**src/rtl/gamma_scheduler.sv**
```systemverilog
// Gamma-cycle sequencer: fetches one packed spike-time sample per step, sweeps the layer through
// one gamma period, then hands the winning neuron out on a valid/ready result port.
module gamma_scheduler #(
    parameter int TIME_PERIOD = 16,
    parameter int TIME_W      = 5,
    parameter int NEURON_W    = 5,
    parameter int ADDR_W      = 8
) (
    input  logic                clk,
    input  logic                rst,
    input  logic                start,
    input  logic                abort,
    input  logic                train_mode,
    input  logic [ADDR_W-1:0]   num_samples,
    output logic                mem_req,
    output logic [ADDR_W-1:0]   mem_addr,
    input  logic                mem_rvalid,
    input  logic [31:0]         mem_rdata,
    output logic [31:0]         spike_times,
    output logic [TIME_W-1:0]   time_val,
    output logic                layer_clr,
    output logic                layer_en,
    output logic                training,
    input  logic [NEURON_W-1:0] winner_in,
    input  logic [TIME_W-1:0]   win_time_in,
    output logic                result_valid,
    input  logic                result_ready,
    output logic [NEURON_W-1:0] result_neuron,
    output logic [TIME_W-1:0]   result_time,
    output logic [ADDR_W-1:0]   result_idx,
    output logic                busy,
    output logic                done
);

    typedef enum logic [2:0] {
        S_IDLE, S_LOAD, S_WAIT, S_CLEAR, S_RUN, S_CAPTURE, S_HOLD, S_DONE
    } state_t;

    localparam logic [TIME_W-1:0] LAST_T = TIME_W'(TIME_PERIOD - 1);

    state_t              r_state;
    logic [ADDR_W-1:0]   r_idx;
    logic [ADDR_W-1:0]   r_num_samples;
    logic                r_train_mode;
    logic                r_mem_req;
    logic [31:0]         r_spike_times;
    logic [TIME_W-1:0]   r_time_val;
    logic                r_layer_clr;
    logic                r_layer_en;
    logic                r_training;
    logic                r_result_valid;
    logic [NEURON_W-1:0] r_result_neuron;
    logic [TIME_W-1:0]   r_result_time;
    logic [ADDR_W-1:0]   r_result_idx;
    logic                r_done;

    // One extra bit so the last-sample compare cannot alias when idx+1 reaches 2^ADDR_W.
    logic [ADDR_W:0]     w_idx_inc;
    logic                w_last_sample;

    assign w_idx_inc     = {1'b0, r_idx} + {{ADDR_W{1'b0}}, 1'b1};
    assign w_last_sample = (w_idx_inc == {1'b0, r_num_samples});

    // Pulse outputs default low each cycle and are set on the transition into their state,
    // so every output is a flop aligned with the state it belongs to.
    always_ff @(posedge clk) begin
        if (rst) begin
            r_state         <= S_IDLE;
            r_idx           <= '0;
            r_num_samples   <= '0;
            r_train_mode    <= 1'b0;
            r_mem_req       <= 1'b0;
            r_spike_times   <= '0;
            r_time_val      <= '0;
            r_layer_clr     <= 1'b0;
            r_layer_en      <= 1'b0;
            r_training      <= 1'b0;
            r_result_valid  <= 1'b0;
            r_result_neuron <= '0;
            r_result_time   <= '0;
            r_result_idx    <= '0;
            r_done          <= 1'b0;
        end else begin
            r_mem_req   <= 1'b0;
            r_layer_clr <= 1'b0;
            r_done      <= 1'b0;
            if (abort && (r_state != S_IDLE)) begin
                r_state        <= S_IDLE;
                r_layer_en     <= 1'b0;
                r_training     <= 1'b0;
                r_result_valid <= 1'b0;
                r_time_val     <= '0;
            end else begin
                case (r_state)
                    S_IDLE: begin
                        if (start) begin
                            r_num_samples <= num_samples;
                            r_train_mode  <= train_mode;
                            r_idx         <= '0;
                            if (num_samples == '0) begin
                                r_state <= S_DONE;
                                r_done  <= 1'b1;
                            end else begin
                                r_state   <= S_LOAD;
                                r_mem_req <= 1'b1;
                            end
                        end
                    end
                    S_LOAD: begin
                        r_state <= S_WAIT;
                    end
                    S_WAIT: begin
                        if (mem_rvalid) begin
                            r_spike_times <= mem_rdata;
                            r_state       <= S_CLEAR;
                            r_layer_clr   <= 1'b1;
                            r_time_val    <= '0;
                        end
                    end
                    S_CLEAR: begin
                        r_state    <= S_RUN;
                        r_layer_en <= 1'b1;
                        r_training <= r_train_mode;
                        r_time_val <= '0;
                    end
                    S_RUN: begin
                        if (r_time_val == LAST_T) begin
                            r_state    <= S_CAPTURE;
                            r_layer_en <= 1'b0;
                            r_training <= 1'b0;
                            r_time_val <= '0;
                        end else begin
                            r_time_val <= r_time_val + TIME_W'(1);
                        end
                    end
                    S_CAPTURE: begin
                        r_result_neuron <= winner_in;
                        r_result_time   <= win_time_in;
                        r_result_idx    <= r_idx;
                        r_result_valid  <= 1'b1;
                        r_state         <= S_HOLD;
                    end
                    S_HOLD: begin
                        if (result_ready) begin
                            r_result_valid <= 1'b0;
                            r_idx          <= w_idx_inc[ADDR_W-1:0];
                            if (w_last_sample) begin
                                r_state <= S_DONE;
                                r_done  <= 1'b1;
                            end else begin
                                r_state   <= S_LOAD;
                                r_mem_req <= 1'b1;
                            end
                        end
                    end
                    S_DONE: begin
                        r_state <= S_IDLE;
                    end
                    default: begin
                        r_state <= S_IDLE;
                    end
                endcase
            end
        end
    end

    assign mem_req       = r_mem_req;
    assign mem_addr      = r_idx;
    assign spike_times   = r_spike_times;
    assign time_val      = r_time_val;
    assign layer_clr     = r_layer_clr;
    assign layer_en      = r_layer_en;
    assign training      = r_training;
    assign result_valid  = r_result_valid;
    assign result_neuron = r_result_neuron;
    assign result_time   = r_result_time;
    assign result_idx    = r_result_idx;
    assign done          = r_done;
    assign busy          = (r_state != S_IDLE);

endmodule

```
**config.mk**
```make
export PLATFORM = sky130hd
export DESIGN_NAME = gamma_scheduler
export DESIGN_NICKNAME = d
export VERILOG_FILES = /design/src/rtl/gamma_scheduler.sv
export SDC_FILE = /design/constraint.sdc
export NUM_CORES = 1
export LEC_CHECK = 0
export ABC_AREA = 1
export CAP_MARGIN = 30
export CORE_UTILIZATION = 47
export DETAILED_ROUTE_END_ITERATION = 12
export PLACE_DENSITY = 0.85
export SYNTH_ARGS = -nofsm -noshare
export SYNTH_HDL_FRONTEND = slang
export SYNTH_SLANG_ARGS = --single-unit
```
**constraint.sdc**
```tcl
create_clock -name clk -period 2.33 [get_ports clk]
set_input_delay 0.233 -clock clk [delete_from_list [all_inputs] [get_ports clk]]
set_output_delay 0.233 -clock clk [all_outputs]
set_load 0.05 [all_outputs]
```
Word-level counts from Yosys, hierarchy flattened --
Cells that the tools add are included.
Word-level totals: register bits 81, input bits 57
Cells by class: $add $sub $neg 2, eq/ne operators 13, mux-type cells 29, bitwise logic cells 2, reduce and logical (&&, ||, !) cells 18
Operators with widths (count):
- 3-bit one-hot mux with 8 select lines | 1
- 3-bit two-way mux | 6
- 8-bit two-way mux | 2
- 8-bit one-hot mux with 2 select lines | 1
- 5-bit one-hot mux with 3 select lines | 1
- 3-bit equality test, second input constant | 4
- 1-bit two-way mux | 11
- 5-bit two-way mux | 2
- 1-bit one-hot mux with 2 select lines | 5
- 8-bit by 1-bit adder with 9-bit output, second input constant | 1
- 9-bit by 8-bit equality test with 1-bit output | 1
- 8-bit logical NOT | 1
- 2-bit != test, second input constant | 4
- 2-bit AND reduction | 4
- 4-bit AND reduction | 2
- 3-bit by 2-bit equality test with 1-bit output, second input constant | 2
- 3-bit AND reduction | 2
- 2-bit nonzero test | 3
- 3-bit nonzero test | 2
- 5-bit by 1-bit adder with 5-bit output, second input constant | 1
- 5-bit by 4-bit equality test with 1-bit output, second input constant | 1
- 3-bit by 1-bit equality test with 1-bit output, second input constant | 1
- 3-bit logical NOT | 1
- 3-bit OR reduction | 1
- 3 further kinds | 4

Depth between registers and ports, before layout --
Gate-level depths: netlist (run 1).
word-level depth 5, mapped depth 13

Worst setup path after synthesis (run 1) --
OpenSTA, ideal clock, no wires.
kind register -> register, start point register r_idx[0], in the netlist mem_addr[0], end point register r_state[2], setup time 66 ps, arrival time 1870 ps, data required time 2264 ps, slack 394 ps, stages on the path, launching flop included 14, clock period less this slack 1936 ps, cells stage by stage dfxtp_1 ha_1 nand2_1 inv_1 nand2_1 nand2_1 nand2_1 nand2_1 nand2_1 nor2_2 nand3_2 nand2_1 nand2_1 a21oi_2
Between the ends: word-level cells in the longest chain between the ends 5
RTL lines:
- from (decl) | line 42 | logic [ADDR_W-1:0] r_idx;
- from (signal assigned) | line 146 | r_idx <= w_idx_inc[ADDR_W-1:0];
- 8-bit by 1-bit adder with 9-bit output | line 61 | assign w_idx_inc = {1'b0, r_idx} + {{ADDR_W{1'b0}}, 1'b1};
- 9-bit by 8-bit equality test with 1-bit output | line 62 | assign w_last_sample = (w_idx_inc == {1'b0, r_num_samples});
- 3-bit two-way mux | line 147 | if (w_last_sample) begin
- 3-bit two-way mux | line 144 | if (result_ready) begin
- 3-bit one-hot mux with 8 select lines | line 94 | case (r_state)
- to (signal assigned) | line 68 | r_state <= S_IDLE;
- to (signal assigned) | line 148 | r_state <= S_DONE;
- to (signal assigned) | line 151 | r_state <= S_LOAD;
- to (decl) | line 41 | state_t r_state;
No other way between the ends. The select of a mux whose other input is x is not followed. A chain may end at the register's enable or synchronous reset.

Worst setup path in the final report (run 1) --
start point register r_state[1], end point register r_spike_times[6], in the netlist spike_times[6]
Between the ends: word-level cells in the longest chain between the ends 4, elaborated cells on any way between the ends 5, classes of those cells 1 x eq/ne; 1 x bitwise; 3 x reduce/logical
RTL lines:
- from (signal assigned) | line 68
- from (signal assigned) | line 88 | r_state <= S_IDLE;
- from (signal assigned) | line 101 | r_state <= S_DONE;
- 3-bit nonzero test | line 87 | if (abort && (r_state != S_IDLE)) begin
- 1-bit logical AND | line 87
- 1-bit NOT (no line)
- 3-bit AND reduction (no line) (*)
- to (signal assigned) | line 114 | r_spike_times <= mem_rdata;
- to (decl) | line 46 | logic [31:0] r_spike_times;
Every way passes the cells marked *; elsewhere a longest branch is shown, timed or not.

==> impl_metrics.yaml, run 1 <==
grt:
  grt_pass1_vias: 3426
  grt_max_degree: 37
  overflow: 0
  grtUsageTotal: 0.263
  grt_pass1_wl_um: 15500
  antenna_found_initial: 0
route:
  drc_errors: 0
  vias_per_cell: 5.13
  firstDrtPassIters: 4
  wirelength_um: 9530
  drt-wirelength-per-cell_um: 13.8
  antenna_left: 0
  initialDrtViolationCount: 151
  num_vias: 3549
finish:
  area_growth_pct: 46.5
  drive_above_1_share: 0.0671
  fin_util: 0.717
  final_net_count: 650
  antennaDiodeCount: 0
  fill_cells: 562
sta:
  post-route-min-period_ns: 2.05
  final.hold.worst_slack_ns: 0.463
  worst_pin_slew_ns: 0.607
  max_freq_ghz: 0.488
  setup_tns_ns: 0
  rsz0062_at_grt: "false"
  fin_crit_sh: 0.880
  setup_viol: 0
  max-slew-margin-rel: 0.595
  finalClockSkew_ns: 0.00730
  hold_violations: 0
  slew_violations: 0
clocking:
  numCtsBuffers: 9
  clk_path_buf_depth: 2
  cts_resized: 0
  cts_hold_buffers: 0
  htree_levels: 3
  cts_setup_buffers: 0
  clock_latency_ns: 0.35
  clk_pin_slew_ns: 0.09
  cts-root-buf: "clkbuf_8"
  clock-sinks: 81
  tritoncts: "done"
critical_path:
  critPathBufInv: 1
  worstSetupEndpointType: "flop"
  critPathTopFamily: "simple AND/OR/NAND/NOR gates"
  critPathMaxFanout: 33
  reg2reg_depth: 7
  cpMaxStageDelayCell: "dfxtp_1"
  path_common_cell: "nor2_1"
  crit_chain: "nand2_1 > nor2_1 > nand2_1 > nor2_4 > inv_2 > nor2_1 > nor2_1"
  cpPeakStageDelay_ns: 0.43
  required_ns: 2.57
  criticalPathCategory: "flop to flop"
  cp.arrival_ns: 2.29
  reg2reg_slack_ns: 0.28
  rr_endpoint: "spike_times[6]"
  r2r-start: "r_state[1]"
  startpoint_type: "flop"
hold_path:
  min_to: "spike_times[25]"
  hold_path.class: "input pin to flop"
  worstHoldPathCells: 3
  hp-start: "mem_rdata[25]"
run:
  maxCapViolations: 0
yosys:
  synth_flop_cell: "dfxtp_1"
  avgSynthCellArea_um2: 7.20
  netlist_instances: 467
  ys_types: 28
  synthesis.nets: 526
  synth-edff-count: 0
  synthArstFlopShare: 0
  ys_ff_latch: 81
  synth_seq_area_share: 0.482
  syn_area_mm2: 0.00336
  ys_warn_count: 0
placement:
  place_congestion: 0.873
  hpwlAfterDp_um: 6730
  io_buffers: 126
power_and_ir_drop:
  leakagePower_nw: 2.00
  power_density_mw_per_mm2: 947
  irDropWorstVdd_v: 0.000569
floorplan:
  ios: 127
  initial_core_util: 0.490
  core.rowCount: 30
  die-area_mm2: 0.00750
  die_h_um: 86.6
  coreArea_mm2: 0.00687
  die_w_um: 86.6
status:
  outcome: "complete, no violations"
state kept, by name, summed over array words and instances (netlist names):
signal / count
spike_times: 32
mem_addr: 8
r_num_samples: 8
result_idx: 8
result_neuron: 5
result_time: 5
time_val: 5
r_state: 3
done: 1
layer_clr: 1
layer_en: 1
mem_req: 1
r_train_mode: 1
result_valid: 1
training: 1
cell usage after synthesis, types with 4 or more instances:
master / instances / area [µm²]
buf_2: 7 / 35.0
nand2_1: 61 / 229
inv_2: 5 / 18.8
a21oi_1: 32 / 160
inv_1: 35 / 131
o21ai_1: 4 / 20.0
clkbuf_1: 9 / 33.8
nor3_1: 6 / 30.0
nor2_4: 4 / 45.0
o21ai_0: 59 / 295
nand3_1: 22 / 110
nor2_2: 5 / 31.3
nor2_1: 117 / 439
dfxtp_1: 81 / 1620
worst max path at each step:
stage | depth (start not counted) | to | start
after global placement | 7 | spike_times[17] | r_state[1]
final | 7 | spike_times[6] | r_state[1]
after CTS | 7 | spike_times[6] | r_state[1]
after global routing | 7 | spike_times[6] | r_state[1]
after floorplan | 13 | r_state[2] | mem_addr[0]
after detailed placement | 6 | spike_times[13] | mem_rvalid
metrics by stage:
step	cell area, µm²	power, W	cells	setup slack (ns)
after floorplan	3360	0.00294	467	0.394
after global placement	4690	0.00346	675	0.168
after detailed placement	4690	0.00350	675	0.125
after CTS	4920	0.00466	691	0.110
after global routing	4930	0.00491	692	0.0736
final	4930	0.00467	692	0.279
metal layers:
layer / track usage / routed length, µm / vias to the layer above
li1: - / - / 1758
met4: 0.108 / 197 / 0
met3: 0.0914 / 807 / 20
met5: 0 / 0 / -
met2: 0.444 / 4640 / 136
met1: 0.305 / 3890 / 1635
worst min-delay path, cell delays in order:
cell and delay [ns]:
clkdlybuf4s50_1 0.40, nor2_1 0.10, nor2_1 0.05
kinds of logic (layout without fill, tap and decap cells):
logic type,after synthesis,after routing,synth area share
and+or+nand+nor,225,226,0.284
AOI/OAI and AO/OA,100,100,0.155
DFF,81,81,0.482
buffers and inverters,57,185,0.0666
adders and majority gates,2,2,0.00744
xor gates and xnor gates,2,2,0.00521
cell usage in the layout (no fill, tap or decap), types with 3 or more instances in the layout:
cell type        instances
nor2_2                   6
dfxtp_1                 81
nor2_4                   4
clkdlybuf4s50_1        126
nand3_1                 22
inv_2                    5
clkbuf_8                10
o21ai_0                 59
nor2_1                 117
nand2_1                 61
a21oi_1                 32
inv_1                   35
nand4_1                  3
o21ai_1                  4
nor3_1                   6
buf_4                    3
final cells by class:
cell class / count / area (µm²) / share of cell area
Clock buffer: 10 / 138 / 0.0279
Clock inverter: 6 / 90.1 / 0.0183
Tap cell: 96 / 120 / 0.0244
Inverter: 40 / 150 / 0.0305
Sequential cell: 81 / 1620 / 0.329
Multi-Input combinational cell: 330 / 1530 / 0.309
Timing Repair Buffer: 129 / 1280 / 0.260
where the power goes:
group | total [W] | switching [W] | internal (W)
Sequential | 0.00172 | 0.000125 | 0.00159
Clock | 0.00116 | 0.000526 | 0.000636
Combinational | 0.00179 | 0.00122 | 0.000570
Total | 0.00467 | 0.00187 | 0.00280
Note: power is estimated with default switching activity, not from simulation.
==> inputs of run 2 (changes only) <==
--- a/config.mk
+++ b/config.mk
@@ -7,9 +7,11 @@
 export LEC_CHECK = 0
 export ABC_AREA = 1
 export CAP_MARGIN = 30
-export CORE_UTILIZATION = 47
+export CORE_MARGIN = 4
+export CORE_UTILIZATION = 35
 export DETAILED_ROUTE_END_ITERATION = 12
-export PLACE_DENSITY = 0.85
+export PLACE_DENSITY = 0.66
+export SETUP_SLACK_MARGIN = 0.1
 export SYNTH_ARGS = -nofsm -noshare
 export SYNTH_HDL_FRONTEND = slang
 export SYNTH_SLANG_ARGS = --single-unit
==> run 2 against run 1 <==
Net effect: clock power shrank 16%; largest power group unchanged; sequential cell count stayed put; sequential power about the same.
==> impl_metrics.yaml, run 2 (synthesized netlist as in run 1, its figures left out) <==
status:
  outcome: "complete, no violations"
clocking:
  clk_path_buf_depth: 2
  htree_levels: 3
  clock_latency_ns: 0.35
  clock-sinks: 81
  cts-root-buf: "clkbuf_8"
  clk_pin_slew_ns: 0.09
  numCtsBuffers: 9
  cts_resized: 0
  tritoncts: "done"
finish:
  antennaDiodeCount: 0
  final_common_cell: "clkdlybuf4s50_1"
  drive_above_1_share: 0.0702
  fin_util: 0.532
  final_cell_mix: "126 x clkdlybuf4s50_1, 117 x nor2_1, 81 x dfxtp_1"
  largest_reg_flops: 32
  finalInstanceArea_mm2: 0.00494
  area_growth_pct: 46.9
  final_net_count: 652
  fill_cells: 896
grt:
  grt_max_degree: 34
  grt_pass1_wl_um: 15500
  grtUsageTotal: 0.169
  grt_pass1_vias: 3280
  overflow: 0
  antenna_found_initial: 0
floorplan:
  core.rowCount: 35
  die-area_mm2: 0.0112
  coreArea_mm2: 0.00928
  die_w_um: 106
  initial_core_util: 0.362
  die_h_um: 106
  ios: 127
power_and_ir_drop:
  power_density_mw_per_mm2: 906
  p_sw_w: 0.00190
  swShare: 0.424
  p_comb_frac: 0.399
  power.clock.fraction: 0.219
  finalPower_w: 0.00448
  power_frac_seq: 0.382
  leakagePower_nw: 2.00
  p_int_w: 0.00258
  irDropWorstVdd_v: 0.000466
sta:
  max-slew-margin-rel: 0.604
  setup_tns_ns: 0
  worst_pin_slew_ns: 0.593
  hold_violations: 0
  rsz0062_at_grt: "false"
  slew_violations: 0
  final.hold.worst_slack_ns: 0.462
  max_freq_ghz: 0.489
  fin_crit_sh: 0.877
  setup_viol: 0
  finalClockSkew_ns: 0.00931
  post-route-min-period_ns: 2.04
critical_path:
  cp.arrival_ns: 1.81
  reg2reg_depth: 13
  crit_end: "busy"
  startpoint_type: "flop"
  r2r-start: "mem_addr[1]"
  rr_endpoint: "r_state[2]"
  worstSetupEndpointType: "output port"
  required_ns: 2.10
  criticalPathCategory: "flop to output port"
  critPathLaunch: "r_state[1]"
  critPathMaxFanout: 6
  reg2reg_slack_ns: 0.44
route:
  antenna_left: 0
  firstDrtPassIters: 4
  vias_per_cell: 4.69
  wirelength_um: 9610
  num_vias: 3407
  drt-wirelength-per-cell_um: 13.2
  drc_errors: 0
  initialDrtViolationCount: 170
placement:
  dpl_cell_area_mm2: 0.00474
  place_congestion: 0.882
  io_buffers: 126
  hpwlAfterDp_um: 6880
hold_path:
  hold_path.class: "input pin to flop"
run:
  maxCapViolations: 0
-- run 2: changes by cell type in the layout (fill, tap and decap cells not counted), sizes merged --
cell / delta
bufinv: -2
clkinv: +1
clkinvlp: -1
clkbuf: -1
inv: +3
buf: +2
-- run 2: area by class of cell --
class | instances | area (µm²) | share of cell area
timing repair buffer | 131 | 1300 | 0.263
sequential | 81 | 1620 | 0.328
multi-input combinational | 330 | 1530 | 0.309
clock inverter | 7 | 62.6 | 0.0127
clock buffer | 9 | 124 | 0.0251
inverter | 40 | 150 | 0.0304
tap | 129 | 161 | 0.0327
-- run 2: worst max-delay path, cell delays in order (launching register included) --
cell and delay [ns]:
dfxtp_1 0.43, nor2_1 0.10, nand2_2 0.12, clkdlybuf4s50_1 0.81
-- run 2: how the worst min path moves through the flow --
stage / slack, ns / start / end / depth (start not counted)
after floorplan: 0.37 / num_samples[0] / r_num_samples[0] / 2
after global placement: 0.45 / training / training / 2
after detailed placement: 0.45 / result_valid / result_valid / 2
after CTS: 0.44 / mem_rdata[24] / spike_times[24] / 3
after global routing: 0.45 / mem_rdata[18] / spike_times[18] / 3
final: 0.46 / mem_rdata[18] / spike_times[18] / 3
-- run 2: repair_timing --
item	4_1_cts	5_1_grt
cloned	1	0
setup buffers	0	2
pin swaps	1	1
setup endpoints to repair	26	2
hold buffers	0	0
-- run 2: metrics by stage --
stage | worst slack, ns | cells
2_1_floorplan | 0.394 | 467
3_3_place_gp | 0.106 | 708
3_5_place_dp | 0.0613 | 708
4_1_cts | 0.245 | 725
5_1_grt | 0.192 | 727
6_report | 0.286 | 727
-- run 2: power groups by stage --
stage | registers [W] | clock network, W | logic, W
after CTS | 0.00171 | 0.00102 | 0.00179
final | 0.00171 | 0.000980 | 0.00179
after floorplan | 0.00217 | 0 | 0.000772
after detailed placement | 0.00174 | 0 | 0.00176
after global placement | 0.00173 | 0 | 0.00175
after global routing | 0.00174 | 0.00107 | 0.00195
-- run 2: layer usage --
layer | vias to the layer above | global-route usage | wire length [µm]
met1 | 1531 | 0.199 | 4120
met5 | - | 0 | 0
li1 | 1754 | - | -
met2 | 110 | 0.280 | 4510
met4 | 0 | 0.0703 | 184
met3 | 12 | 0.0601 | 796
==> inputs of run 3 (changes only) <==
--- a/config.mk
+++ b/config.mk
@@ -11,7 +11,7 @@
 export CORE_UTILIZATION = 35
 export DETAILED_ROUTE_END_ITERATION = 12
 export PLACE_DENSITY = 0.66
-export SETUP_SLACK_MARGIN = 0.1
+export SETUP_SLACK_MARGIN = 0.2
 export SYNTH_ARGS = -nofsm -noshare
 export SYNTH_HDL_FRONTEND = slang
 export SYNTH_SLANG_ARGS = --single-unit
==> run 3 against run 2 <==
Net effect: combinational power about the same; wire length grew 0.15%; first-iteration DRC count down 7.6%; critical path type unchanged.
==> impl_metrics.yaml, run 3 (synthesized netlist as in run 1, its figures left out) <==
grt:
  grt_max_degree: 34
  grt_pass1_wl_um: 15500
  grt_pass1_vias: 3280
  antenna_found_initial: 0
  grtUsageTotal: 0.169
  overflow: 0
clocking:
  tritoncts: "done"
  clk_pin_slew_ns: 0.10
  cts_hold_buffers: 0
  htree_levels: 3
  cts-root-buf: "clkbuf_8"
  clk_path_buf_depth: 2
  clock-sinks: 81
  clock_latency_ns: 0.35
  numCtsBuffers: 9
placement:
  hpwlAfterDp_um: 6880
  io_buffers: 126
  placed_cells: 708
  dpl_worst_slack_ns: 0.0613
  place_congestion: 0.882
floorplan:
  coreArea_mm2: 0.00928
  die-area_mm2: 0.0112
  ios: 127
  core.rowCount: 35
  die_h_um: 106
  initial_core_util: 0.362
  die_w_um: 106
sta:
  max-slew-margin-rel: 0.603
  setup_slack_ns: 0.395
  rsz0062_at_grt: "false"
  slew_violations: 0
  hold_violations: 0
  fin_crit_sh: 0.830
  setup_viol: 0
  setup_tns_ns: 0
  finalClockSkew_ns: 0.0118
  final.hold.worst_slack_ns: 0.458
  post-route-min-period_ns: 1.93
  max_freq_ghz: 0.517
  worst_pin_slew_ns: 0.595
critical_path:
  criticalPathCategory: "flop to output port"
  crit_chain: "clkdlybuf4s50_1"
  startpoint_type: "flop"
  critPathBufInv: 1
  worstSetupEndpointType: "output port"
  reg2reg_depth: 13
  cp.arrival_ns: 1.70
  required_ns: 2.10
  cpMaxStageDelayCell: "clkdlybuf4s50_1"
  cp.depth: 1
  critPathMaxFanout: 7
  critPathTopFamily: "buffers and inverters"
  cpPeakStageDelay_ns: 0.87
finish:
  antennaDiodeCount: 0
  area_growth_pct: 47.0
  final_cell_mix: "125 x clkdlybuf4s50_1, 117 x nor2_1, 81 x dfxtp_1"
  final_net_count: 652
  fin_util: 0.533
  fin_cells: 727
  largest_reg_flops: 32
  drive_above_1_share: 0.0702
  final_common_cell: "clkdlybuf4s50_1"
run:
  maxCapViolations: 0
route:
  num_vias: 3402
  wirelength_um: 9620
  antenna_left: 0
  wl_met2_um: 4480
  vias_per_cell: 4.68
  top_layer: "met4"
  drt-wirelength-per-cell_um: 13.2
  initialDrtViolationCount: 157
  routedLengthMet1_um: 4170
  drc_errors: 0
  dr_wl_met3_um: 796
  firstDrtPassIters: 4
power_and_ir_drop:
  leakagePower_nw: 2.01
  irDropWorstVdd_v: 0.000466
  power_density_mw_per_mm2: 907
hold_path:
  hold_path.class: "input pin to flop"
  worstHoldPathCells: 3
status:
  outcome: "complete, no violations"
## run 3: per-layer routing
| layer | track usage | vias to the layer above |
|---|---|---|
| met4 | 0.0703 | 0 |
| met1 | 0.199 | 1528 |
| met2 | 0.280 | 108 |
| met5 | 0 | - |
| met3 | 0.0601 | 11 |
| li1 | - | 1755 |
## run 3: power breakdown
group / internal [W] / total [W] / switching [W]
Combinational: 0.000576 / 0.00179 / 0.00121
Sequential: 0.00159 / 0.00171 / 0.000122
Clock: 0.000412 / 0.000985 / 0.000573
## run 3: repair_timing
action | in CTS | in global routing
setup endpoints to repair | 32 | 33
endpoints found under the hold margin | 0 | 0
cloned | 1 | 0
resized for setup | 0 | 1
setup buffers | 0 | 2
pin swaps | 1 | 1
## run 3: stage by stage
| stage | power, W | area (µm²) |
|---|---|---|
| 2_1_floorplan | 0.00294 | 3360 |
| 3_3_place_gp | 0.00348 | 4740 |
| 3_5_place_dp | 0.00350 | 4740 |
| 4_1_cts | 0.00452 | 4930 |
| 5_1_grt | 0.00475 | 4950 |
| 6_report | 0.00448 | 4950 |
## run 3: path summary, 6_finish.rpt
path	end	from	slack [ns]
max	mem_addr[1]	mem_addr[1]	0.40
min	spike_times[18]	mem_rdata[18]	0.46
max reg2reg	r_state[2]	mem_addr[1]	0.44
min reg2reg	result_valid	result_valid	0.47
## run 3: final cells by class
type,instances,area (µm²)
Inverter,40,150
Multi-Input combinational cell,330,1530
Timing Repair Buffer,131,1300
Clock inverter,7,62.6
Tap cell,129,161
Fill cell,896,4340
Sequential cell,81,1620
Clock buffer,9,124
